File: src/rtl/regscan_pkg.sv
// ---------------------------------------------------------------------------
// regscan_pkg
// Shared definitions for the register-file read scanner:
//   - scanState_t : read-port sequencing states (SELECT, CAPTURE, HOLD)
//   - DIGIT_COUNT : number of multiplexed seven-segment digits
//   - HEX_TO_SEG  : active-low {g,f,e,d,c,b,a} patterns for hex 0..F
//   - hexToSeg()  : nibble to segment-pattern lookup
// ---------------------------------------------------------------------------
package regscan_pkg;

    typedef enum logic [1:0] {
        SELECT  = 2'd0,
        CAPTURE = 2'd1,
        HOLD    = 2'd2
    } scanState_t;

    localparam int DIGIT_COUNT = 4;

    // A segment is lit when its bit is 0.
    localparam logic [6:0] HEX_TO_SEG [16] = '{
        7'b1000000, 7'b1111001, 7'b0100100, 7'b0110000,
        7'b0011001, 7'b0010010, 7'b0000010, 7'b1111000,
        7'b0000000, 7'b0010000, 7'b0001000, 7'b0000011,
        7'b1000110, 7'b0100001, 7'b0000110, 7'b0001110
    };

    function automatic logic [6:0] hexToSeg(input logic [3:0] nibble);
        return HEX_TO_SEG[nibble];
    endfunction

endpackage

File: src/rtl/button_sync.sv
// ---------------------------------------------------------------------------
// button_sync
// Conditions one active-low push button: a 2-flop synchronizer, a debounce
// counter and a falling-edge detector on the accepted level.
//
// Parameters:
//   DEBOUNCE_CYCLES : consecutive stable samples needed to accept a level
// Ports:
//   Clock     in  system clock
//   Reset     in  asynchronous, active-low
//   ButtonN   in  raw button level, active-low, asynchronous to Clock
//   StepPulse out one-cycle pulse when the accepted level goes high->low
// ---------------------------------------------------------------------------
module button_sync #(
    parameter int DEBOUNCE_CYCLES = 100000
) (
    input  logic Clock,
    input  logic Reset,
    input  logic ButtonN,
    output logic StepPulse
);

    localparam int CW = $clog2(DEBOUNCE_CYCLES + 1);

    logic          syncStage1;
    logic          syncStage2;
    logic          acceptedLevel;
    logic          lastAccepted;
    logic [CW-1:0] stableCount;

    // Two-flop synchronizer; idles high because the button is active-low.
    always_ff @(posedge Clock or negedge Reset) begin
        if (!Reset) begin
            syncStage1 <= 1'b1;
            syncStage2 <= 1'b1;
        end else begin
            syncStage1 <= ButtonN;
            syncStage2 <= syncStage1;
        end
    end

    // Count consecutive samples that disagree with the accepted level; any
    // agreeing sample restarts the count, so a bounce never gets through.
    always_ff @(posedge Clock or negedge Reset) begin
        if (!Reset) begin
            stableCount   <= '0;
            acceptedLevel <= 1'b1;
        end else if (syncStage2 == acceptedLevel) begin
            stableCount <= '0;
        end else if (stableCount == CW'(DEBOUNCE_CYCLES - 1)) begin
            acceptedLevel <= syncStage2;
            stableCount   <= '0;
        end else begin
            stableCount <= stableCount + 1'b1;
        end
    end

    // Registered falling-edge detect gives exactly one pulse per press.
    always_ff @(posedge Clock or negedge Reset) begin
        if (!Reset) begin
            lastAccepted <= 1'b1;
            StepPulse    <= 1'b0;
        end else begin
            lastAccepted <= acceptedLevel;
            StepPulse    <= lastAccepted & ~acceptedLevel;
        end
    end

endmodule

File: src/rtl/regfile_scanner.sv
// ---------------------------------------------------------------------------
// regfile_scanner
// Steps an index through registers 0..15 on the register file's A read port,
// captures the selected value and shows it as four hex digits on a
// multiplexed seven-segment display.
//
// Build option:
//   REGSCAN_AUTO_EN : when defined, AutoMode advances the index every
//                     AUTO_DIV refresh ticks; otherwise AutoMode is ignored.
// Parameters:
//   TICK_DIV        : clock cycles per display refresh tick (>=2)
//   AUTO_DIV        : refresh ticks per automatic advance (>=1)
//   DEBOUNCE_CYCLES : stable cycles needed to accept a button level (>=1)
// Ports:
//   Clock      in   system clock
//   Reset      in   asynchronous, active-low
//   Next       in   button, active-low; advances the index
//   Prev       in   button, active-low; retreats the index
//   AutoMode   in   1 = auto-advance
//   ReadData   in   [15:0] A-port data, combinational from ReadSelect
//   ReadSelect out  [3:0]  A-port select, registered
//   Value      out  [15:0] last captured register value
//   Valid      out  high once Value holds data for the current ReadSelect
//   IndexLed   out  [3:0]  current index
//   Anodes     out  [3:0]  digit enables, active-low, one-hot
//   Segments   out  [6:0]  active-low {g,f,e,d,c,b,a}
// ---------------------------------------------------------------------------
module regfile_scanner
    import regscan_pkg::*;
#(
    parameter int TICK_DIV        = 50000,
    parameter int AUTO_DIV        = 250,
    parameter int DEBOUNCE_CYCLES = 100000
) (
    input  logic        Clock,
    input  logic        Reset,
    input  logic        Next,
    input  logic        Prev,
    input  logic        AutoMode,
    input  logic [15:0] ReadData,
    output logic [3:0]  ReadSelect,
    output logic [15:0] Value,
    output logic        Valid,
    output logic [3:0]  IndexLed,
    output logic [3:0]  Anodes,
    output logic [6:0]  Segments
);

    localparam int RW = $clog2(TICK_DIV);
    localparam int DW = $clog2(DIGIT_COUNT);

    scanState_t    state;
    logic [3:0]    index;
    logic [RW-1:0] refreshCount;
    logic [DW-1:0] digit;
    logic          refreshTick;
    logic          nextPulse;
    logic          prevPulse;
    logic          manualStep;
    logic          autoFire;
    logic          stepNext;
    logic          stepPrev;

    button_sync #(.DEBOUNCE_CYCLES(DEBOUNCE_CYCLES)) nextSync (
        .Clock     (Clock),
        .Reset     (Reset),
        .ButtonN   (Next),
        .StepPulse (nextPulse)
    );

    button_sync #(.DEBOUNCE_CYCLES(DEBOUNCE_CYCLES)) prevSync (
        .Clock     (Clock),
        .Reset     (Reset),
        .ButtonN   (Prev),
        .StepPulse (prevPulse)
    );

    assign manualStep  = nextPulse | prevPulse;
    assign refreshTick = (refreshCount == RW'(TICK_DIV - 1));

    // Refresh timebase and digit scan; the digit moves on every tick.
    always_ff @(posedge Clock or negedge Reset) begin
        if (!Reset) begin
            refreshCount <= '0;
            digit        <= '0;
        end else if (refreshTick) begin
            refreshCount <= '0;
            digit        <= digit + 1'b1;
        end else begin
            refreshCount <= refreshCount + 1'b1;
        end
    end

`ifdef REGSCAN_AUTO_EN
    localparam int AW = $clog2(AUTO_DIV + 1);

    logic [AW-1:0] autoCount;

    assign autoFire = AutoMode && !manualStep && refreshTick
                      && (autoCount == AW'(AUTO_DIV - 1));

    // Counts refresh ticks while auto mode is on. A manual press restarts
    // the interval so the user always gets a full period after stepping.
    always_ff @(posedge Clock or negedge Reset) begin
        if (!Reset) begin
            autoCount <= '0;
        end else if (!AutoMode || manualStep) begin
            autoCount <= '0;
        end else if (refreshTick) begin
            if (autoCount == AW'(AUTO_DIV - 1)) begin
                autoCount <= '0;
            end else begin
                autoCount <= autoCount + 1'b1;
            end
        end
    end
`else
    // AutoMode has no effect in this build; the AND keeps the port used.
    assign autoFire = AutoMode & 1'b0;
`endif

    // An auto-advance behaves exactly like a Next press.
    assign stepNext = nextPulse | autoFire;
    assign stepPrev = prevPulse;

    // Read sequencing: present the select, capture the data a cycle later,
    // then hold and refresh the same register until the index moves. Steps
    // that arrive outside HOLD are dropped.
    always_ff @(posedge Clock or negedge Reset) begin
        if (!Reset) begin
            state      <= SELECT;
            index      <= 4'd0;
            ReadSelect <= 4'd0;
            Value      <= 16'd0;
            Valid      <= 1'b0;
        end else begin
            case (state)
                SELECT: begin
                    ReadSelect <= index;
                    Valid      <= 1'b0;
                    state      <= CAPTURE;
                end
                CAPTURE: begin
                    Value <= ReadData;
                    Valid <= 1'b1;
                    state <= HOLD;
                end
                HOLD: begin
                    if (stepNext || stepPrev) begin
                        if (stepNext && !stepPrev) begin
                            index <= index + 4'd1;
                        end else if (stepPrev && !stepNext) begin
                            index <= index - 4'd1;
                        end
                        state <= SELECT;
                    end else if (refreshTick) begin
                        Value <= ReadData;
                    end
                end
                default: begin
                    state <= SELECT;
                end
            endcase
        end
    end

    assign IndexLed = index;
    assign Anodes   = ~(4'b0001 << digit);
    assign Segments = hexToSeg(Value[4*digit +: 4]);

endmodule

File: config.mk
export PLATFORM = sky130hd
export DESIGN_NAME = regfile_scanner
export DESIGN_NICKNAME = d
export VERILOG_FILES = /design/src/rtl/regscan_pkg.sv /design/src/rtl/button_sync.sv /design/src/rtl/regfile_scanner.sv
export SDC_FILE = /design/constraint.sdc
export NUM_CORES = 1
export LEC_CHECK = 0
export ABC_AREA = 1
export CORE_AREA = 2 2 102 104
export DETAILED_ROUTE_END_ITERATION = 8
export DIE_AREA = 0 0 104 106
export DONT_BUFFER_PORTS = 1
export SYNTH_ARGS = -nofsm -noshare
export SYNTH_HDL_FRONTEND = slang
export SYNTH_HIERARCHICAL = 1
export SYNTH_SLANG_ARGS = --single-unit
File: constraint.sdc
create_clock -name Clock -period 2 [get_ports Clock]
set_input_delay 0.4 -clock Clock [delete_from_list [all_inputs] [get_ports Clock]]
set_output_delay 0.4 -clock Clock [all_outputs]
set_load 0.1 [all_outputs]
After elaboration in Yosys (flattened, before gate mapping)
Memories as Yosys holds them, arrays and structs flattened.
Cells that the tools add are included.
Widths: inputs -> output; s select.
{ "totals": {"regBits": 89, "romBits": 112, "out_inout_bits": 36, "wordCells": 75, "memories": 1} }
{ "classes": {"n_addsub": 6, "n_lt_le_gt_ge": 1, "n_eq_ne": 10, "n_shift": 2, "mux": 15, "bitwise_logic": 8, "reduce_logical": 13} }
{ "memory_table": {"columns": ["memory", "depth", "width", "read_ports", "rd_ports_with_merged_regs", "wr", "line", "rtl"], "rows": [
  ["(name not given)", 16, 7, 1, 0, 0, "regscan_pkg.sv:28", "return HEX_TO_SEG[nibble];"]
]} }
{ "ops": {"columns": ["cell", "count"], "rows": [
  ["$mux 17", 4],
  ["$mux 16", 3],
  ["$add 17x1->17 const B", 2],
  ["$eq 17x17->1 const B", 2],
  ["$pmux 16 s2", 1],
  ["$add 16x1->16 const B", 1],
  ["$eq 16x16->1 const B", 1],
  ["$shiftx 16x5->4", 1],
  ["$mux 7", 2],
  ["$mux 4", 2],
  ["$ne 2x2->1 const B", 3],
  ["$pmux 2 s3", 1],
  ["$reduce_and 3->1", 2],
  ["$reduce_bool 2->1", 3],
  ["$ge 5x5->1 const B", 1],
  ["$not 4->5", 1],
  ["$add 4x1->4 const B", 1],
  ["$not 1->1", 4],
  ["$not 4->4", 1],
  ["$reduce_and 2->1", 2],
  ["$shl 1x2->4 const A", 1],
  ["$sub 4x1->4 const B", 1],
  ["$add 2x1->2 const B", 1],
  ["$and 1x1->1", 2],
  ["other kinds (9)", 12]
]} }

Depth between registers and ports, before layout
Gate-level depths: netlist (run 1).
{ "depth": {"word_depth": 5, "depth_mapped": 10} }

Hierarchy
Netlist (run 1), hierarchy kept.
{ "by_module_without_submodules": {"columns": ["mod", "n_inst", "cells_each", "area_each_um2", "seq_area_each_um2"], "rows": [
  ["regfile_scanner", 1, 328, 2592.5, 1126.1],
  ["button_sync", 2, 145, 1137.3, 555.5]
]} }

Least setup slack after synthesis (run 1)
Ideal clock, no wire load.
{ "synth_timing": {"kind": "reg-to-output", "from": "register Value[5]", "to": "output Segments[2]", "arrival_time_ns": 3.674, "slack_ns": -2.074, "stages_incl_launch_ff": 8, "n_path_buf": 0, "path_cell_list": "dfrtp_1 nand2_1 nand3_1 nand2_1 inv_1 ha_1 nand2_1 o21ai_0"} }
{ "synth_between": {"elab_chain_cells": 5} }
{ "synth_rtl": {"columns": ["item", "line", "rtl"], "rows": [
  ["from (decl)", "regfile_scanner.sv:42", "output logic [15:0] Value,"],
  ["from (signal assigned)", "regfile_scanner.sv:144", "Value <= ReadData;"],
  ["from (signal assigned)", "regfile_scanner.sv:157", "Value <= ReadData;"],
  ["$shiftx 16x5->4", "regfile_scanner.sv:169", "assign Segments = hexToSeg(Value[4*digit +: 4]);"],
  ["$not 4->5 (implied by the code)", "regscan_pkg.sv:28", null],
  ["$mem_v2 16x7", null, null],
  ["$mux 7 (implied by the code) (2 in series)", "regscan_pkg.sv:28", null],
  ["to (decl)", "regfile_scanner.sv:46", "output logic [6:0] Segments"]
]} }
No other way between the ends. The select of a mux whose other input is x is not followed.

Final worst setup path (run 1)
{ "layout_timing": {"from": "register digit[0]", "to": "output Segments[0]"} }
{ "layout_between": {"elab_chain_cells": 5} }
{ "layout_rtl": {"columns": ["item", "line", "rtl"], "rows": [
  ["from (decl)", "regfile_scanner.sv:55", "logic [DW-1:0] digit;"],
  ["from (signal assigned)", "regfile_scanner.sv:88", "digit <= digit + 1'b1;"],
  ["$shiftx 16x5->4", "regfile_scanner.sv:169", null],
  ["$not 4->5 (implied by the code)", "regscan_pkg.sv:28", null],
  ["$mem_v2 16x7", null, null],
  ["$mux 7 (implied by the code) (2 in series)", "regscan_pkg.sv:28", null]
]} }
No other way between the ends. The select of a mux whose other input is x is not followed.

==> flow_summary.toml, run 1 <==
[route]
vias = 4021
via_per_inst = 4.92
highest_layer = "met4"
wl_met2_mm = 5.64
dr.pass1.iters = 4
wl_met3_um = 482
drt_iter0_drc = 149
wl_per_cell_um = 13.5
drc = 0
met1Wirelength_mm = 4.75
antenna_left = 0
routed_wl_mm = 11.1

[synthesis]
ys_warn_count = 6
synth_area_um2 = 4870
yosys.area.top_type = "dfrtp_1"
syn-num-nets = 657
synth_top_cell_area_share_pct = 41.6
ys_top_cells_by_area = "dfrtp_1, nand2_1, nor2_1"
ys_types = 32
post_synth.cell_area_avg_um2 = 7.88
synth-seq-cells = 89
syn_inst = 618
ys_seq_area_share_pct = 46.0

[setup_path]
crit_path_cell_trace = "clkinv_4 > buf_6 > nand2_2 > nand3_2 > nand2_4 > buf_8 > nand2_2 > o21ai_2 > nand2_2 > nand2_8"
critPathMostFrequentCell = "nand2_2"
arrival_ps = 1990
worstReg2RegStart = "refreshCount[0]"
rrSetupSlack_ps = 380
cpMaxStageDelayCell = "dfrtp_2"
path_max_fanout = 7
cp-start-kind = "flip-flop"
endpoint_kind = "primary output"
cp.required_ps = 1600
rr_endpoint = "Value[5]"
reg2reg_depth = 8
path_class = "reg -> out"
max_stage_delay_ps = 460

[sta]
hold_viol_final = 89
finalSetupViolCount = 9
clock_skew_ps = 10.3
slew_headroom_pct = 39.3
timing.fmax_mhz = 418
grt_setup_unrepaired = "yes"
fin_crit_sh_pct = 120
setup_slack_ps = -393
tightest_slew_ps = 911
slew_viol_final = 0
fin_crit_ps = 2390
timing.hold.ws_ps = -282

[cells_and_area]
antennaDiodeCount = 0
layout.nets = 716
fill_cells = 843
drive_above_1_share_pct = 32.4
syn_to_final_growth_pct = 29.9
instances_no_fill = 818

[global_routing]
grt.overflow.total = 0
antenna_found_initial = 0
grt_max_degree = 90
track_usage_pct = 20.8
grt_pass1_wl_mm = 18.6
grt_pass1_vias = 3959

[clock_network]
clock_sinks = 89
clock_latency_ps = 370
cts_buffer_depth = 2
cts_buffers = 9
htree_levels = 3
clock-root-buffer = "clkbuf_8"
cts_tree = "built"
cts.clk_slew.worst_paths_ps = 90

[run]
cap_violations = 0

[placement]
place_hpwl_mm = 7.33
dp.cells = 789
port_buffers = 0
pre_cts_ws_ps = -114
place_congestion = 0.829

[pwr]
p_leak_nw = 2.85
p_sw_mw = 1.04
power.density_nw_per_um2 = 605
p_total_mw = 3.82
sw_frac_of_total_pct = 27.2
p_clk_share_pct = 38.0
power_frac_comb_pct = 13.2
power_frac_seq_pct = 48.8
internal_power_mw = 2.78
vdd.ir_drop.worst_v = 0.000531

[floorplanning]
die_x_um = 104
die_h_um = 106
die_area_um2 = 11000
coreArea_um2 = 10000
num_rows = 37
io_pins = 57
start_util_pct = 48.7

[run_status]
violations = "negative hold slack, negative setup slack"
status = "complete, but fails checks"

[min_path]
min_path_type = "in -> async"
## kinds of logic after synthesis
kind of cell	after synthesis	share of synthesized area [%]
AO/OA/AOI/OAI	29	3.19
adder cells (fa/ha/maj)	18	4.78
flip-flops	89	46.0
XOR/XNOR	20	3.91
buffers and inverters	82	6.81
multiplexers	4	0.925
AND/OR/NAND/NOR	376	34.4
## layer usage
metal  track usage (%)  vias to the layer above
met1              25.2                     1887
li1                  -                     2037
met2              36.7                       82
met5                 0                        -
met4              7.53                        0
met3              4.41                       15
## how the worst max path moves through the flow
stage                     startpoint     endpoint  depth (start not counted)
after floorplan             Value[9]  Segments[2]                          7
after global placement      digit[0]  Segments[3]                          8
after detailed placement    digit[0]  Segments[0]                         10
after CTS                   digit[0]  Segments[6]                         10
after global routing        digit[0]  Segments[0]                         10
final                       digit[0]  Segments[0]                         10
## cells in the mapped netlist
master    number
a21oi_1        8
buf_2          1
buf_4          2
buf_6          2
dfrtp_1       81
dfstp_2        8
fa_1           1
ha_1          17
inv_1         68
inv_2          9
mux2_2         4
nand2_1      165
nand2_2       20
nand2_4        2
nand2_8        1
nand3_1       55
nand3_2        1
nand3b_1       1
nand4_1       11
nor2_1        97
nor2_2         9
nor2_4         5
nor3_1         7
o21ai_0       13
o21ai_1        4
o21bai_1       3
o31ai_1        1
or2_2          1
or2_4          1
xnor2_1        4
xor2_1        14
xor2_2         2
## registers in the layout, indices dropped and copies added (netlist names)
| register | cells |
|---|---|
| Value | 16 |
| prevSync/StepPulse | 1 |
| prevSync/lastAccepted | 1 |
| prevSync/syncStage2 | 1 |
| state | 2 |
| IndexLed | 4 |
| refreshCount | 16 |
| digit | 2 |
| nextSync/syncStage2 | 1 |
| prevSync/acceptedLevel | 1 |
| nextSync/lastAccepted | 1 |
| nextSync/acceptedLevel | 1 |
| nextSync/StepPulse | 1 |
| ReadSelect | 4 |
| nextSync/stableCount | 17 |
| Valid | 1 |
| prevSync/stableCount | 17 |
| nextSync/syncStage1 | 1 |
| prevSync/syncStage1 | 1 |
## timing repair
action                     CTS  global route
buffers inserted             4             6
setup endpoints to repair    8             9
cloned                       1             0
pin swaps                   31            24
hold endpoints to repair    89            91
resized for setup           79            44
## power groups by stage
stage	clock [mW]	combinational [mW]	sequential (mW)
4_1_cts	1.50	0.449	1.86
5_1_grt	1.57	0.526	1.87
3_3_place_gp	0	0.392	1.90
2_1_floorplan	0	0.199	2.02
3_5_place_dp	0	0.395	1.90
6_report	1.45	0.505	1.86
## cell usage in the layout, fill, tap and decap left out, types with 4 or more instances in the layout
| cell type | n |
|---|---|
| nand2_1 | 132 |
| nor2_1 | 97 |
| dfrtp_1 | 64 |
| inv_1 | 57 |
| nand3_1 | 42 |
| nand2_2 | 38 |
| buf_4 | 34 |
| xor2_1 | 14 |
| inv_2 | 13 |
| clkbuf_8 | 12 |
| dfrtp_4 | 11 |
| nand4_1 | 11 |
| nand2_4 | 10 |
| nor2_2 | 9 |
| nand2_8 | 8 |
| a21oi_1 | 8 |
| dfstp_2 | 8 |
| buf_6 | 8 |
| nand3_4 | 7 |
| nand3_2 | 7 |
| nor3_1 | 7 |
| ha_1 | 7 |
| buf_12 | 7 |
| dfrtp_2 | 6 |
| o21ai_2 | 5 |
| o21ai_1 | 5 |
| nor2_4 | 5 |
| o21ai_0 | 5 |
| ha_2 | 5 |
| ha_4 | 5 |
| xnor2_1 | 4 |
| mux2_2 | 4 |
## final cells by class
type                       count  area [um2]  share of cell area (%)
clock buffer                  12         165                    2.61
clock inverter                 4        73.8                    1.17
inverter                      77         327                    5.17
multi-input combinational    447        2750                    43.5
sequential                    89        2290                    36.2
tap                          136         170                    2.69
timing repair buffer          53         548                    8.67
## through the flow
stage	instance area, um2	setup TNS (ps)	utilization, %
2_1_floorplan	5030	-423	-
3_3_place_gp	5500	-256	55.0
3_5_place_dp	5500	-475	55.0
4_1_cts	6060	-2040	60.6
5_1_grt	6320	-3210	63.2
6_report	6320	-2580	63.2
## critical path: cells and delay by family (launching register included)
| family | cells | cell delay (ps) |
|---|---|---|
| and+or+nand+nor | 6 | 650 |
| buffers and inverters | 3 | 420 |
| DFF | 1 | 460 |
| AOI/OAI and AO/OA | 1 | 70 |
Power figures use the tool's default switching activity.
==> run 2, diff against run 1 <==
--- a/config.mk
+++ b/config.mk
@@ -10,6 +10,7 @@
 export DETAILED_ROUTE_END_ITERATION = 8
 export DIE_AREA = 0 0 104 106
 export DONT_BUFFER_PORTS = 1
+export MAX_ROUTING_LAYER = met4
 export SYNTH_ARGS = -nofsm -noshare
 export SYNTH_HDL_FRONTEND = slang
 export SYNTH_HIERARCHICAL = 1
==> constraint.sdc (replaced) <==
create_clock -name Clock -period 2.9 [get_ports Clock]
set_input_delay 0.58 -clock Clock [delete_from_list [all_inputs] [get_ports Clock]]
set_output_delay 0.58 -clock Clock [all_outputs]
set_load 0.1 [all_outputs]
==> run 2 against run 1 <==
Compared with the run above: the run now ends clean; global-route usage down 0.79 points; critical path depth is 1 higher; sequential cell count is the same; highest routed layer unchanged; register-to-register slack improved by 930 ps; clock skew down 1.1 ps; largest cell class unchanged; routed wire length fell by 8.6%; cell area is 12% lower; die area did not move; combinational power is 41% lower; clock power decreased by 35%; cell count down 2.1%.
==> flow_summary.toml, run 2 (synthesis results as in run 1) <==
[floorplanning]
die_h_um = 106
num_rows = 37
coreArea_um2 = 10000
die_area_um2 = 11000
start_util_pct = 48.7
io_pins = 57
die_x_um = 104

[pwr]
p_leak_nw = 2.64
power_frac_seq_pct = 50.9
p_clk_share_pct = 37.3
vdd.ir_drop.worst_v = 0.000310
sw_frac_of_total_pct = 27.6
p_sw_mw = 0.695
internal_power_mw = 1.82
power.density_nw_per_um2 = 450
power_frac_comb_pct = 11.8
p_total_mw = 2.51

[placement]
place_hpwl_mm = 7.15
pre_cts_ws_ps = 314
dp.cells = 779
port_buffers = 0
place_congestion = 0.862

[sta]
tightest_slew_ps = 993
finalSetupViolCount = 0
grt_setup_unrepaired = "no"
timing.fmax_mhz = 365
fin_crit_ps = 2740
clock_skew_ps = 9.18
fin_setup_tns_ps = 0
timing.hold.ws_ps = 47.1
setup_slack_ps = 157
slew_viol_final = 0
hold_viol_final = 0
fin_crit_sh_pct = 94.6
slew_headroom_pct = 33.8

[run_status]
status = "finished, final reports clean"

[min_path]
min_path_type = "in -> async"

[clock_network]
clock_latency_ps = 360
cts.clk_slew.worst_paths_ps = 90
clock-root-buffer = "clkbuf_8"
cts_buffer_depth = 2
htree_levels = 3
cts_buffers = 9
clock_sinks = 89
cts_tree = "built"

[global_routing]
grt_max_degree = 82
grt_pass1_wl_mm = 17.4
antenna_found_initial = 0
grt_pass1_vias = 3696
track_usage_pct = 20.0
grt.overflow.total = 0

[route]
antenna_left = 0
vias = 3908
wl_per_cell_um = 12.6
drt_iter0_drc = 172
via_per_inst = 4.88
drc = 0
routed_wl_mm = 10.1
dr.pass1.iters = 4

[cells_and_area]
instances_no_fill = 801
mostFrequentLayoutCell = "nand2_1"
final_cell_mix = "nand2_1, nor2_1, dfrtp_1, inv_1, nand3_1"
layout.nets = 699
top_regs = "nextSync/stableCount: 17 flops, prevSync/stableCount: 17 flops"
drive_above_1_share_pct = 19.4
antennaDiodeCount = 0
syn_to_final_growth_pct = 14.8

[setup_path]
worstSetupEndpoint = "Segments[5]"
endpoint_kind = "primary output"
worstReg2RegStart = "IndexLed[3]"
reg2reg_depth = 4
cp-start-kind = "flip-flop"
path_class = "reg -> out"
rr_endpoint = "IndexLed[3]"
cp.required_ps = 2320
path_max_fanout = 6
worstSetupStartpoint = "digit[0]"
rrSetupSlack_ps = 1310
arrival_ps = 2160

[run]
cap_violations = 0
[run 2: cell count changes in the layout (fill, tap and decap cells not counted), moves of 8 or more]
| cell | before | now |
|---|---|---|
| ha_1 | 7 | 16 |
| nand3_1 | 42 | 55 |
| buf_6 | 8 | 0 |
| nand2_2 | 38 | 22 |
| dfrtp_4 | 11 | 0 |
| nand2_1 | 132 | 163 |
| nand2_4 | 10 | 2 |
| inv_1 | 57 | 67 |
[run 2: timing repair]
item | 4_1_cts | 5_1_grt
setup endpoints to repair | 5 | 5
buffers inserted | 0 | 5
hold buffers | 1 | 0
endpoints found under the hold margin | 81 | 0
resized for setup | 3 | 6
[run 2: power by group through the flow]
stage / logic, mW / clock network [mW] / registers (mW)
after floorplan: 0.119 / 0 / 1.39
after global placement: 0.267 / 0 / 1.30
after detailed placement: 0.269 / 0 / 1.30
after global routing: 0.318 / 1.02 / 1.28
final: 0.297 / 0.938 / 1.28
after CTS: 0.298 / 0.975 / 1.28
[run 2: final cells by class]
cell class | count | area (um2)
fill | 971 | 4410
multi-input combinational | 447 | 2310
sequential | 89 | 2250
timing repair buffer | 36 | 345
inverter | 77 | 295
tap | 136 | 170
clock buffer | 10 | 128
clock inverter | 6 | 91.3
[run 2: worst min path at each step]
| stage | startpoint | endpoint | slack, ps | depth (start not counted) |
|---|---|---|---|---|
| 2_1_floorplan | Reset | IndexLed[0] | 280 | 0 |
| 3_3_place_gp | Reset | Value[2] | 290 | 0 |
| 3_5_place_dp | Reset | Value[11] | 290 | 0 |
| 4_1_cts | Reset | nextSync/acceptedLevel | 30 | 0 |
| 5_1_grt | Reset | nextSync/syncStage2 | 20 | 0 |
| 6_report | Reset | nextSync/acceptedLevel | 50 | 0 |
[run 2: stage by stage]
step                      utilization, %  instance area (um2)
after floorplan                        -                 4880
after global routing                55.9                 5590
after detailed placement            52.9                 5290
after global placement              52.9                 5290
after CTS                           55.4                 5540
final                               55.9                 5590
[run 2: routing by layer]
layer / vias up / global-route usage, % / share of wire, %
li1: 2003 / - / -
met1: 1803 / 23.8 / 45
met3: 18 / 5.64 / 5.3
met2: 84 / 32.9 / 48
met4: 0 / 6.85 / 1.6
met5: - / - / 0
[run 2: critical path, cell delays in order, from the launching register on]
cell      delay, ps
dfrtp_2         430
clkbuf_2        180
nand2_1          60
nand3_1          70
nand2_1         140
inv_1           140
ha_1            170
inv_1            60
o21ai_0         180
nand2_1          70
nand2_1         100
buf_12          180
==> run 3, diff against run 2 <==
--- a/config.mk
+++ b/config.mk
@@ -10,6 +10,7 @@
 export DETAILED_ROUTE_END_ITERATION = 8
 export DIE_AREA = 0 0 104 106
 export DONT_BUFFER_PORTS = 1
+export GPL_ROUTABILITY_DRIVEN = 0
 export MAX_ROUTING_LAYER = met4
 export SYNTH_ARGS = -nofsm -noshare
 export SYNTH_HDL_FRONTEND = slang
==> run 3 against run 2 <==
Compared with the run above: non-clock buffer count fell by 1; global-route usage rose by 0.49 points; sequential share of layout area rose by 0.24 points; sequential power barely moved; critical path depth fell by 1; worst setup slack improved by 41 ps; first-iteration DRC count rose by 9.9%.
==> flow_summary.toml, run 3 (synthesis results as in run 1) <==
[floorplanning]
io_pins = 57
num_rows = 37
die_h_um = 106
coreArea_um2 = 10000
die_area_um2 = 11000
start_util_pct = 48.7
die_x_um = 104

[sta]
fin_crit_ps = 2700
finalSetupViolCount = 0
tightest_slew_ps = 981
fin_setup_tns_ps = 0
slew_headroom_pct = 34.6
timing.hold.ws_ps = 50.8
timing.fmax_mhz = 370
slew_viol_final = 0
hold_viol_final = 0
clock_skew_ps = 12.7
grt_setup_unrepaired = "no"
fin_crit_sh_pct = 93.2

[clock_network]
cts_buffers = 9
htree_levels = 3
cts_buffer_depth = 2
clock_latency_ps = 370
clock-root-buffer = "clkbuf_8"
cts.clk_slew.worst_paths_ps = 90
clock_sinks = 89
cts_tree = "built"

[global_routing]
grt_pass1_wl_mm = 17.7
antenna_found_initial = 0
grt_pass1_vias = 3827
grt_max_degree = 82
grt.overflow.total = 0
track_usage_pct = 20.5

[route]
wl_per_cell_um = 12.7
vias = 3931
drc = 0
antenna_left = 0
via_per_inst = 4.91
routed_wl_mm = 10.2
drt_iter0_drc = 189
dr.pass1.iters = 4

[cells_and_area]
top_regs = "nextSync/stableCount: 17 flops, prevSync/stableCount: 17 flops"
antennaDiodeCount = 0
syn_to_final_growth_pct = 14.1
mostFrequentLayoutCell = "nand2_1"
final_cell_mix = "nand2_1, nor2_1, dfrtp_1, inv_1, nand3_1"
drive_above_1_share_pct = 19.4
layout.nets = 698

[pwr]
power.density_nw_per_um2 = 438
p_leak_nw = 2.64
vdd.ir_drop.worst_v = 0.000295

[setup_path]
endpoint_kind = "primary output"
cp.required_ps = 2320
path_max_fanout = 7
rrSetupSlack_ps = 1260
arrival_ps = 2120
cp-start-kind = "flip-flop"
path_class = "reg -> out"

[min_path]
min_path_type = "in -> async"

[run_status]
status = "finished, final reports clean"

[placement]
place_hpwl_mm = 7.17
port_buffers = 0

[run]
cap_violations = 0
run 3: changes by cell type in the layout (fill, tap and decap cells not counted), moves of 2 or more:
cell / previous run / this run
clkinv_2: 0 / 3
clkinvlp_4: 4 / 0
nand2_1: 163 / 161
nand2_2: 22 / 24
run 3: area by class of cell:
class | instances | area, um2
well taps | 136 | 170
fillers | 961 | 4440
flip-flops and latches | 89 | 2250
clock buffers | 12 | 145
clock inverters | 4 | 45.0
repair buffers | 35 | 337
inverters | 77 | 294
multi-input cells | 447 | 2310
run 3: critical path, stage by stage (launching register included):
cell and delay, ps:
dfrtp_2 480, buf_4 160, nand2_1 50, nand3_1 80, nand2_2 130, inv_1 90, ha_2 200, inv_1 80
nand3_1 100, o21ai_2 80, buf_4 300
run 3: routing by layer:
metal	wire, um	GRT usage (%)	vias up
met5	0	-	-
met4	179	6.95	0
met3	439	4.60	18
met2	4830	34.1	85
met1	4730	25.0	1824
li1	-	-	2004
run 3: worst paths after layout:
kind                                           from                     to  depth (start not counted)
worst max-delay path                       digit[0]            Segments[2]                         10
max in group asynchronous                     Reset               Value[8]                          1
worst max register to register   prevSync/StepPulse            IndexLed[3]                          8
worst min-delay path                          Reset  prevSync/lastAccepted                          0
min in group Clock                             Prev    prevSync/syncStage1                          0
worst min register to register  nextSync/syncStage1    nextSync/syncStage2                          0
run 3: what timing repair did:
item,in CTS,in global routing
cloned,0,0
hold endpoints to repair,81,0
endpoints found under the setup margin,3,5
gates resized for setup,2,9
setup buffers,3,0
hold buffers,1,0
run 3: metrics by stage:
stage	setup WS, ps	total power [mW]	utilization, %	cell area (um2)	std cells
floorplan	99.5	1.51	-	4880	618
global placement	375	1.57	52.9	5290	780
detailed placement	320	1.57	52.9	5290	780
CTS	4.09	2.47	55.4	5540	800
global route	21.0	2.54	55.6	5560	800
finish	198	2.43	55.6	5560	800
run 3: where the power goes:
| group | leakage, nW | internal (mW) | switching (mW) |
|---|---|---|---|
| Combinational | 1.40 | 0.0664 | 0.230 |
| Sequential | 1.14 | 1.26 | 0.0153 |
| Clock | 0.100 | 0.419 | 0.439 |
| Total | 2.64 | 1.75 | 0.685 |
==> patch (config.mk and constraints of run 3) <==
Change the parameter `TICK_DIV` from 50000 to 12500.
--- a/src/rtl/regfile_scanner.sv
+++ b/src/rtl/regfile_scanner.sv
@@ -29,5 +29,5 @@
     import regscan_pkg::*;
 #(
-    parameter int TICK_DIV        = 50000,
+    parameter int TICK_DIV        = 12500,
     parameter int AUTO_DIV        = 250,
     parameter int DEBOUNCE_CYCLES = 100000
Behaviour: no difference found for any inputs over 10 cycles, from zero or initial values and one cycle with Reset low; that may be too few to reach the edited logic, so the function may still have changed.
==> patch against run 3 <==
  * Synthesized cell count down 2.8%
  * Clock power down 4.7%
  * Area after synthesis down 2.7%
  * Power down 2.6%
  * Combinational power up 2%
  * Sequential share of layout area about the same
  * Wire length down 4.1%
  * Sequential cell count down 2
  * Worst setup slack better by 0.018 ns
  * Fmax up 0.67%
  * Count of clock-buffer cells in the layout down 1
  * Design area down 2.2%
  * Critical path depth up 1
==> patch: results <==
metrics = {
    "drt": {
        "vias": 3832,
        "drt-initial-drc-count": 149,
        "finalWirelength_mm": 9.75,
        "detail_route.wl_per_cell_um": 12.5,
        "drt-pass1-iter-count": 4,
    },
    "yosys": {
        "syn-instance-count": 601,
        "synth.top_cells.by_count": "161 x sky130_fd_sc_hd__nand2_1, 84 x sky130_fd_sc_hd__nor2_1, 79 x sky130_fd_sc_hd__dfrtp_1",
        "synth-seq-area-share": 0.462,
        "synth.area.top_cells": "sky130_fd_sc_hd__dfrtp_1 42%, sky130_fd_sc_hd__nand2_1 13%, sky130_fd_sc_hd__nor2_1 6.7%, sky130_fd_sc_hd__nand3_1 6.0%, sky130_fd_sc_hd__inv_1 5.2%",
        "synthesis.nets": 640,
        "ys.warnings.count": 6,
        "synth.lib_cells_used.distinct": 31,
        "async_reset_ff_frac": 1.00,
    },
    "power_and_ir_drop": {
        "clockNetworkPower_mw": 0.818,
        "power.static_leakage_nw": 2.53,
        "power.share.switching": 0.282,
        "power.sequential.fraction": 0.528,
        "power_density_nw_per_um2": 436,
        "irDropWorstVdd_v": 0.000299,
    },
    "worst_setup_path": {
        "worst_path_max_fanout": 9,
        "reg2reg_setup_slack_ns": 1.27,
        "launch_point_of_the_critical_path": "digit[0]$_DFFE_PN0N_",
        "cp_slowest_stage_delay_ns": 0.48,
        "crit-reg2reg-launch": "prevSync/StepPulse$_DFF_PN0_",
        "reg2regPathDepth": 9,
        "setup.worst_path.end": "Segments[0]",
        "crit_family": "flip-flops",
    },
    "place": {
        "placed_cells_incl_taps": 763,
        "post-place-ws_ns": 0.331,
        "placed_area_sq_um": 5190,
        "post-dp-hpwl_mm": 6.91,
    },
    "clock_network": {
        "reg_clk_slew_reported_paths_ns": 0.09,
        "later_pin_clock_latency_in_the_skew_report_ns": 0.36,
        "post-cts-setup-buffer-count": 0,
        "clock-sinks": 87,
    },
    "global_routing": {
        "grt_pass1_vias": 3730,
        "grt_max_degree": 80,
        "globalRouteTotalUtil": 0.194,
        "global_route_wire_length_before_repair_mm": 16.9,
    },
    "final_layout": {
        "design.final.nets": 681,
        "final.fill_count": 983,
        "drive_above_1_share": 0.190,
        "largest_registers": "nextSync/stableCount: 17 flops, prevSync/stableCount: 17 flops, Value: 16 flops",
    },
    "timing": {
        "worst_hold_slack_ns": 0.0596,
        "fin_skew_ns": 0.0118,
        "fmaxAchievable_mhz": 373,
        "max_slew.worst_pin.slew_ns": 0.998,
    },
    "run_status": {
        "status": "finished clean",
    },
}
-- patch: cell types whose count changed in the layout (fill, tap and decap cells not counted), sizes merged, moves of 3 or more --
cell          run 3  this run
nor2            111        97
o21ai            17        20
nor3              7        13
nand2           188       184
-- patch: layer usage --
layer,share of wire,vias up,track usage
met5,0,-,-
met4,0.013,0,0.0608
met3,0.044,15,0.0521
met2,0.48,64,0.317
met1,0.46,1800,0.237
li1,-,1953,-
-- patch: cell type report --
cell class              count  area, sq um  share of cell area
well taps                 136          170              0.0313
flip-flops and latches     87         2200               0.405
clock inverters             4         50.0             0.00921
multi-input cells         434         2240               0.412
repair buffers             35          358              0.0659
clock buffers              11          131              0.0242
inverters                  75          287              0.0527
-- patch: kinds of logic (layout without fill, tap and decap cells) --
kind of cell    Yosys count  after routing  share of synthesized area
compound gates           28             28                     0.0314
fa+ha+maj                18             18                     0.0491
simple gates            365            365                      0.342
mux                       3              3                    0.00713
buf+inv                  80            125                     0.0684
xor+xnor                 20             20                     0.0401
flops                    87             87                      0.462
